File: config.mk
export PLATFORM = sky130hd
export DESIGN_NAME = wb_pipe_regfile_flat
export DESIGN_NICKNAME = d
export VERILOG_FILES = /design/src/rtl/wb_pipe_regfile_pkg.sv /design/src/rtl/wb_pipe_regfile_if.sv /design/src/rtl/wb_pipe_regfile_regfile_core.sv /design/src/rtl/wb_pipe_regfile.sv /design/src/flat_wrapper.sv
export SDC_FILE = /design/constraint.sdc
export NUM_CORES = 2
export LEC_CHECK = 0
export ABC_AREA = 1
export ABC_CLOCK_PERIOD_IN_PS = 3460
export CORE_MARGIN = 8
export CORE_UTILIZATION = 25
export CTS_BUF_LIST = sky130_fd_sc_hd__clkbuf_4 sky130_fd_sc_hd__clkbuf_8 sky130_fd_sc_hd__clkbuf_16
export DETAILED_ROUTE_END_ITERATION = 6
export GPL_ROUTABILITY_DRIVEN = 0
export PLACE_DENSITY = 0.35
export SYNTH_ARGS = -nofsm -noshare
export SYNTH_HDL_FRONTEND = slang
export SYNTH_SLANG_ARGS = --single-unit
File: constraint.sdc
create_clock -name clk -period 3.46 [get_ports clk]
set_clock_uncertainty 0.2 [all_clocks]
set_input_delay 1.038 -clock clk [delete_from_list [all_inputs] [get_ports clk]]
set_output_delay 1.038 -clock clk [all_outputs]
set_load 0.005 [all_outputs]
File: src/rtl/wb_pipe_regfile_pkg.sv
// ==================================================================
// wb_pipe_regfile_pkg : register-file widths and read-source select
// Revision 1.0
// ==================================================================
`default_nettype none

package wb_pipe_regfile_pkg;

  localparam int REG_DATA_WIDTH = 32;
  localparam int REG_ADDR_WIDTH = 5;
  localparam int REG_NUM        = 32;

  localparam logic [REG_DATA_WIDTH-1:0] ZERO_WORD    = '0;
  localparam logic [REG_ADDR_WIDTH-1:0] NOP_REG_ADDR = 5'b00000;

  typedef enum logic [2:0] {
    SRC_ZERO  = 3'd0,
    SRC_EX    = 3'd1,
    SRC_S1    = 3'd2,
    SRC_S2    = 3'd3,
    SRC_ARRAY = 3'd4
  } rd_src_e;

  // Youngest producer wins; r0 and disabled ports never forward.
  function automatic rd_src_e rd_src_sel(input logic en, input logic addr_zero,
                                         input logic ex_hit, input logic s1_hit,
                                         input logic s2_hit);
    if (!en || addr_zero) return SRC_ZERO;
    else if (ex_hit)      return SRC_EX;
    else if (s1_hit)      return SRC_S1;
    else if (s2_hit)      return SRC_S2;
    else                  return SRC_ARRAY;
  endfunction

endpackage

`default_nettype wire

File: src/rtl/wb_pipe_regfile_if.sv
// ==================================================================
// wb_pipe_regfile_if : EX write-back, ID read ports and WB stage view
// Revision 1.0
// ==================================================================
`default_nettype none

interface wb_pipe_regfile_if #(
  parameter int DATA_W = wb_pipe_regfile_pkg::REG_DATA_WIDTH,
  parameter int ADDR_W = wb_pipe_regfile_pkg::REG_ADDR_WIDTH
);
  logic              ex_w_en;
  logic [ADDR_W-1:0] ex_w_addr;
  logic [DATA_W-1:0] ex_w_data;
  logic              rd1_en;
  logic [ADDR_W-1:0] rd1_addr;
  logic [DATA_W-1:0] rd1_data;
  logic              rd2_en;
  logic [ADDR_W-1:0] rd2_addr;
  logic [DATA_W-1:0] rd2_data;
  logic              wb_w_en;
  logic [ADDR_W-1:0] wb_w_addr;
  logic [DATA_W-1:0] wb_w_data;

  modport master (
    output ex_w_en, ex_w_addr, ex_w_data,
    output rd1_en, rd1_addr, rd2_en, rd2_addr,
    input  rd1_data, rd2_data,
    input  wb_w_en, wb_w_addr, wb_w_data
  );

  modport slave (
    input  ex_w_en, ex_w_addr, ex_w_data,
    input  rd1_en, rd1_addr, rd2_en, rd2_addr,
    output rd1_data, rd2_data,
    output wb_w_en, wb_w_addr, wb_w_data
  );
endinterface

`default_nettype wire

File: src/rtl/wb_pipe_regfile_regfile_core.sv
// ==================================================================
// regfile_core : general register array, one sync write, two comb reads
// Revision 1.0
// ==================================================================
`default_nettype none

module regfile_core
  import wb_pipe_regfile_pkg::*;
#(
  parameter int DATA_W = REG_DATA_WIDTH,
  parameter int ADDR_W = REG_ADDR_WIDTH,
  parameter int NREG   = REG_NUM
) (
  input  wire logic              clk,
  input  wire logic              rst_n,
  input  wire logic              we,
  input  wire logic [ADDR_W-1:0] waddr,
  input  wire logic [DATA_W-1:0] wdata,
  input  wire logic [ADDR_W-1:0] raddr1,
  input  wire logic [ADDR_W-1:0] raddr2,
  output logic      [DATA_W-1:0] rdata1,
  output logic      [DATA_W-1:0] rdata2
);

  // r0 has no storage at all; it is synthesised as a constant zero.
  logic [DATA_W-1:0] r_mem [1:NREG-1];

  always_ff @(posedge clk) begin
    if (!rst_n) begin
      for (int i = 1; i < NREG; i++) r_mem[i] <= DATA_W'(ZERO_WORD);
    end else if (we && (waddr != ADDR_W'(NOP_REG_ADDR))) begin
      r_mem[waddr] <= wdata;
    end
  end

  assign rdata1 = (raddr1 == ADDR_W'(NOP_REG_ADDR)) ? DATA_W'(ZERO_WORD) : r_mem[raddr1];
  assign rdata2 = (raddr2 == ADDR_W'(NOP_REG_ADDR)) ? DATA_W'(ZERO_WORD) : r_mem[raddr2];

endmodule

`default_nettype wire

File: src/rtl/wb_pipe_regfile.sv
// ==================================================================
// wb_pipe_regfile : EX/MEM and MEM/WB write-back stages, register file, forwarding
// Revision 1.0
// ==================================================================
`default_nettype none

module wb_pipe_regfile
  import wb_pipe_regfile_pkg::*;
#(
  parameter int DATA_W = REG_DATA_WIDTH,
  parameter int ADDR_W = REG_ADDR_WIDTH,
  parameter int NREG   = REG_NUM
) (
  input wire logic          clk,
  input wire logic          rst_n,
  input wire logic          stall,
  input wire logic          flush,
  wb_pipe_regfile_if.slave  bus
);

  logic              r_s1_en,   r_s2_en;
  logic [ADDR_W-1:0] r_s1_addr, r_s2_addr;
  logic [DATA_W-1:0] r_s1_data, r_s2_data;

  logic              w_ex_en;
  logic [ADDR_W-1:0] w_ex_addr;
  logic [DATA_W-1:0] w_ex_data;
  logic [DATA_W-1:0] w_arr1, w_arr2;

  assign w_ex_en   = bus.ex_w_en;
  assign w_ex_addr = bus.ex_w_addr;
  assign w_ex_data = bus.ex_w_data;

  // Flush outranks stall; a stall freezes S1 and feeds S2 a bubble.
  always_ff @(posedge clk) begin
    if (!rst_n || flush) begin
      r_s1_en   <= 1'b0;
      r_s1_addr <= '0;
      r_s1_data <= '0;
      r_s2_en   <= 1'b0;
      r_s2_addr <= '0;
      r_s2_data <= '0;
    end else if (stall) begin
      r_s2_en   <= 1'b0;
      r_s2_addr <= '0;
      r_s2_data <= '0;
    end else begin
      r_s1_en   <= w_ex_en;
      r_s1_addr <= w_ex_addr;
      r_s1_data <= w_ex_data;
      r_s2_en   <= r_s1_en;
      r_s2_addr <= r_s1_addr;
      r_s2_data <= r_s1_data;
    end
  end

  regfile_core #(
    .DATA_W (DATA_W),
    .ADDR_W (ADDR_W),
    .NREG   (NREG)
  ) u_core (
    .clk    (clk),
    .rst_n  (rst_n),
    .we     (r_s2_en),
    .waddr  (r_s2_addr),
    .wdata  (r_s2_data),
    .raddr1 (bus.rd1_addr),
    .raddr2 (bus.rd2_addr),
    .rdata1 (w_arr1),
    .rdata2 (w_arr2)
  );

  function automatic logic [DATA_W-1:0] fwd_mux(input logic              en,
                                                input logic [ADDR_W-1:0] addr,
                                                input logic [DATA_W-1:0] arr);
    rd_src_e src;
    src = rd_src_sel(en, addr == '0,
                     w_ex_en && (w_ex_addr == addr),
                     r_s1_en && (r_s1_addr == addr),
                     r_s2_en && (r_s2_addr == addr));
    case (src)
      SRC_EX:    fwd_mux = w_ex_data;
      SRC_S1:    fwd_mux = r_s1_data;
      SRC_S2:    fwd_mux = r_s2_data;
      SRC_ARRAY: fwd_mux = arr;
      default:   fwd_mux = '0;
    endcase
  endfunction

  always_comb begin
    bus.rd1_data = fwd_mux(bus.rd1_en, bus.rd1_addr, w_arr1);
    bus.rd2_data = fwd_mux(bus.rd2_en, bus.rd2_addr, w_arr2);
  end

  assign bus.wb_w_en   = r_s2_en;
  assign bus.wb_w_addr = r_s2_addr;
  assign bus.wb_w_data = r_s2_data;

endmodule

`default_nettype wire
File: src/flat_wrapper.sv
// flat-port wrapper written by rule: the top's interface ports become plain ports
module wb_pipe_regfile_flat import wb_pipe_regfile_pkg::*;
#(
  parameter int DATA_W = REG_DATA_WIDTH,
  parameter int ADDR_W = REG_ADDR_WIDTH,
  parameter int NREG   = REG_NUM
)
  (clk, rst_n, stall, flush, bus_ex_w_en, bus_ex_w_addr, bus_ex_w_data, bus_rd1_en, bus_rd1_addr, bus_rd2_en, bus_rd2_addr, bus_rd1_data, bus_rd2_data, bus_wb_w_en, bus_wb_w_addr, bus_wb_w_data);
  wb_pipe_regfile_if #(.DATA_W(DATA_W), .ADDR_W(ADDR_W)) bus_i ();
  input wire logic clk;
  input wire logic rst_n;
  input wire logic stall;
  input wire logic flush;
  input wire logic [$bits(bus_i.ex_w_en)-1:0] bus_ex_w_en;
  input wire logic [$bits(bus_i.ex_w_addr)-1:0] bus_ex_w_addr;
  input wire logic [$bits(bus_i.ex_w_data)-1:0] bus_ex_w_data;
  input wire logic [$bits(bus_i.rd1_en)-1:0] bus_rd1_en;
  input wire logic [$bits(bus_i.rd1_addr)-1:0] bus_rd1_addr;
  input wire logic [$bits(bus_i.rd2_en)-1:0] bus_rd2_en;
  input wire logic [$bits(bus_i.rd2_addr)-1:0] bus_rd2_addr;
  output wire logic [$bits(bus_i.rd1_data)-1:0] bus_rd1_data;
  output wire logic [$bits(bus_i.rd2_data)-1:0] bus_rd2_data;
  output wire logic [$bits(bus_i.wb_w_en)-1:0] bus_wb_w_en;
  output wire logic [$bits(bus_i.wb_w_addr)-1:0] bus_wb_w_addr;
  output wire logic [$bits(bus_i.wb_w_data)-1:0] bus_wb_w_data;
  assign bus_i.ex_w_en = bus_ex_w_en;
  assign bus_i.ex_w_addr = bus_ex_w_addr;
  assign bus_i.ex_w_data = bus_ex_w_data;
  assign bus_i.rd1_en = bus_rd1_en;
  assign bus_i.rd1_addr = bus_rd1_addr;
  assign bus_i.rd2_en = bus_rd2_en;
  assign bus_i.rd2_addr = bus_rd2_addr;
  assign bus_rd1_data = bus_i.rd1_data;
  assign bus_rd2_data = bus_i.rd2_data;
  assign bus_wb_w_en = bus_i.wb_w_en;
  assign bus_wb_w_addr = bus_i.wb_w_addr;
  assign bus_wb_w_data = bus_i.wb_w_data;
  wb_pipe_regfile #(.DATA_W(DATA_W), .ADDR_W(ADDR_W), .NREG(NREG)) u_core (.clk(clk), .rst_n(rst_n), .stall(stall), .flush(flush), .bus(bus_i));
endmodule
==> out/results.ini <==
[hold_path]
worstHoldStart = u_core.r_s1_data[22]$_SDFFE_PP0N_
hp-class = reg2reg

[drt]
wl_per_cell_um = 28.9
vias = 58304
via_per_inst = 5.12
drt-initial-drc-count = 6154
dr.pass1.iters = 6
drtAntennaViolNets = 0
wl_um = 329000
drcViolationCount = 0

[global_routing]
antenna_found_initial = 13
grt_max_degree = 43
gr-total-overflow = 0
grt_pass1_wl_um = 452000
grt_usage = 0.240
grt_pass1_vias = 56095

[timing]
maxSlewViolCount = 0
period_needed_ns = 4.20
whs_ns = 0.274
fin_crit_sh = 1.21
finalSetupViolCount = 64
timing.final.hold_violations = 0
rsz0062_at_grt = yes
fmax_mhz = 238
layout_setup_ws_ns = -0.743
tightest_slew_ns = 0.969
relSlewSlack = 0.353

[clock_network]
cts-root-buf = clkbuf_16
cts_hold_buf = 0
clockBufferDepth = 3
insertion_delay_ns = 0.82
cts_tree = yes
cts-htree-levels = 4
cts_made_buffers = 142
worst_setup_hold_path_clk_slew_ns = 0.05
cts.sinks = 1100

[place]
portBuffers = 155
hpwl_um = 214000
dp_cells = 11033

[yosys]
synth-seq-cells = 1100
ys_types = 24
yosysWarnings = 0
avgSynthCellArea_sq_um = 8.13
netlist_instances = 7594
ys_seq_area_frac = 0.523
syn_area_sq_mm = 0.0617

[cells_and_area]
fin_cells = 11386
drive_gt1_frac = 0.190
areaGrowthSynthToFinish_pct = 30.7
finalNetCount = 8109

[run_status]
status = finished, violations left
violations = negative setup slack

[die]
fp.dieH_um = 513
die-area_sq_mm = 0.263
fp.dieW_um = 513
io_pins = 156
core_sq_mm = 0.246
start_util = 0.251
row_count = 182

[setup_path]
crit_type = in2out
reg2reg_to = u_core.u_core.r_mem[9][30]$_SDFFCE_PN0P_
critPathCapture = bus_rd1_data[2]
r2r_cells = 10
start_kind = input port
crit_required_ns = 2.22
crit_fanout = 11
arrival_ns = 2.96
cp-startpoint = bus_rd1_addr[0]
regToRegSetupSlack_ns = 0.76
reg2reg_from = u_core.bus.wb_w_addr[3]$_SDFF_PP0_
endpoint_kind = output port

[power]
irDropWorstVdd_v = 0.000583
internal_power_w = 0.0253
power.switching_w = 0.0101
switching_share = 0.285
power_frac_comb = 0.157
p_per_area_mw_per_mm2 = 438
power_frac_clock = 0.415
cellLeakagePower_nw = 31.4
seq_power_share = 0.428

[run]
maxCapViolations = 0

==> synth_stat cells, drive strengths merged <==
library cell | instances | area (sq um)
nor2 | 1376 | 5190
buf | 392 | 1960
nand2 | 1458 | 5480
a21oi | 133 | 666
conb | 1 | 3.75
or2 | 105 | 657
nand4 | 4 | 25.0
inv | 699 | 2620
nand3 | 1273 | 6370
clkbuf | 290 | 1090
o211ai | 616 | 4620
dfxtp | 76 | 1520
o21ai | 139 | 696
nor3 | 8 | 45.0
edfxtp | 1024 | 30700
==> per-stage QoR <==
step / setup TNS [ns] / worst slack, ns / area, sq um / power (W) / util
after global placement: -84.11 / -1.52 / 72800 / 0.0205 / 0.296
after global routing: -46.31 / -0.806 / 80700 / 0.0365 / 0.328
after CTS: -42.49 / -0.726 / 79800 / 0.0356 / 0.325
after detailed placement: -83.95 / -1.47 / 72800 / 0.0205 / 0.296
after floorplan: 0 / 0.00169 / 61800 / 0.0177 / -
final: -41.37 / -0.743 / 80700 / 0.0354 / 0.328
==> critical path, stage by stage <==
cell           delay [ns]
buf_12               0.13
inv_6                0.16
buf_4                0.15
nor2_1               0.03
nor2_1               0.13
nand2_2              0.10
nor2_4               0.18
nor2_4               0.06
buf_12               0.15
buf_6                0.16
nand3_1              0.08
nand2_1              0.05
nor2_1               0.14
nand2_1              0.08
dlygate4sd2_1        0.27
==> registers in the layout (all words and copies together), names as in the netlist <==
name                  cells
u_core.bus.wb_w_addr      5
u_core.bus.wb_w_data     32
u_core.bus.wb_w_en        1
u_core.r_s1_addr          5
u_core.r_s1_data         32
u_core.r_s1_en            1
u_core.u_core.r_mem    1024
==> logic make-up (layout without fill, tap and decap cells) <==
family | Yosys count | count (layout) | synth area share
buffers and inverters | 1381 | 1918 | 0.0919
AOI/OAI and AO/OA | 888 | 888 | 0.0970
DFF | 1100 | 1100 | 0.523
and+or+nand+nor | 4224 | 4224 | 0.288
other | 1 | 36 | 0.0000608
==> worst min path at each step <==
stage / slack, ns / cells after the start / end
global placement: 0.27 / 2 / u_core.bus.wb_w_data[22]$_SDFF_PP0_
CTS: 0.28 / 2 / u_core.bus.wb_w_data[22]$_SDFF_PP0_
floorplan: 0.24 / 2 / u_core.bus.wb_w_en$_SDFF_PP0_
global route: 0.30 / 2 / u_core.bus.wb_w_data[22]$_SDFF_PP0_
detailed placement: 0.27 / 2 / u_core.bus.wb_w_data[22]$_SDFF_PP0_
finish: 0.27 / 2 / u_core.bus.wb_w_data[22]$_SDFF_PP0_
==> power by group through the flow <==
stage	clock network, W	registers, W	logic [W]
floorplan	0	0.0154	0.00232
global placement	0	0.0154	0.00511
detailed placement	0	0.0154	0.00509
CTS	0.0150	0.0151	0.00545
global route	0.0154	0.0152	0.00589
finish	0.0147	0.0151	0.00556
==> metal layers <==
metal / global-route usage / routed length [um] / vias up
li1: - / - / 26459
met1: 0.323 / 146000 / 29298
met2: 0.398 / 153000 / 2108
met3: 0.0319 / 18700 / 437
met4: 0.0782 / 11800 / 2
met5: 0 / 13 / -
==> area by class of cell <==
class                           count  area (sq um)
Clock inverter                     69           517
Timing Repair Buffer              968         11700
Multi-Input combinational cell   5144         25500
Inverter                          699          2690
Tap cell                         3220          4030
Fill cell                       25348        165000
Clock buffer                      182          3930
Antenna cell                        4          10.0
Sequential cell                  1100         32300
==> repair_timing <==
item / CTS / global route
hold endpoints to repair: 0 / 0
gates resized for setup: 561 / 135
pin swaps: 98 / 59
gates cloned: 22 / 8
setup endpoints to repair: 65 / 64
setup buffers: 50 / 25
==> cell usage in the layout (no fill, tap or decap), drive strengths merged, types with 133 or more instances in the layout <==
cell,n
nand2,1458
nor2,1376
nand3,1273
edfxtp,1024
buf,850
inv,706
o211ai,616
clkbuf,195
o21ai,139
a21oi,133
(Power assumes the default switching activity.)
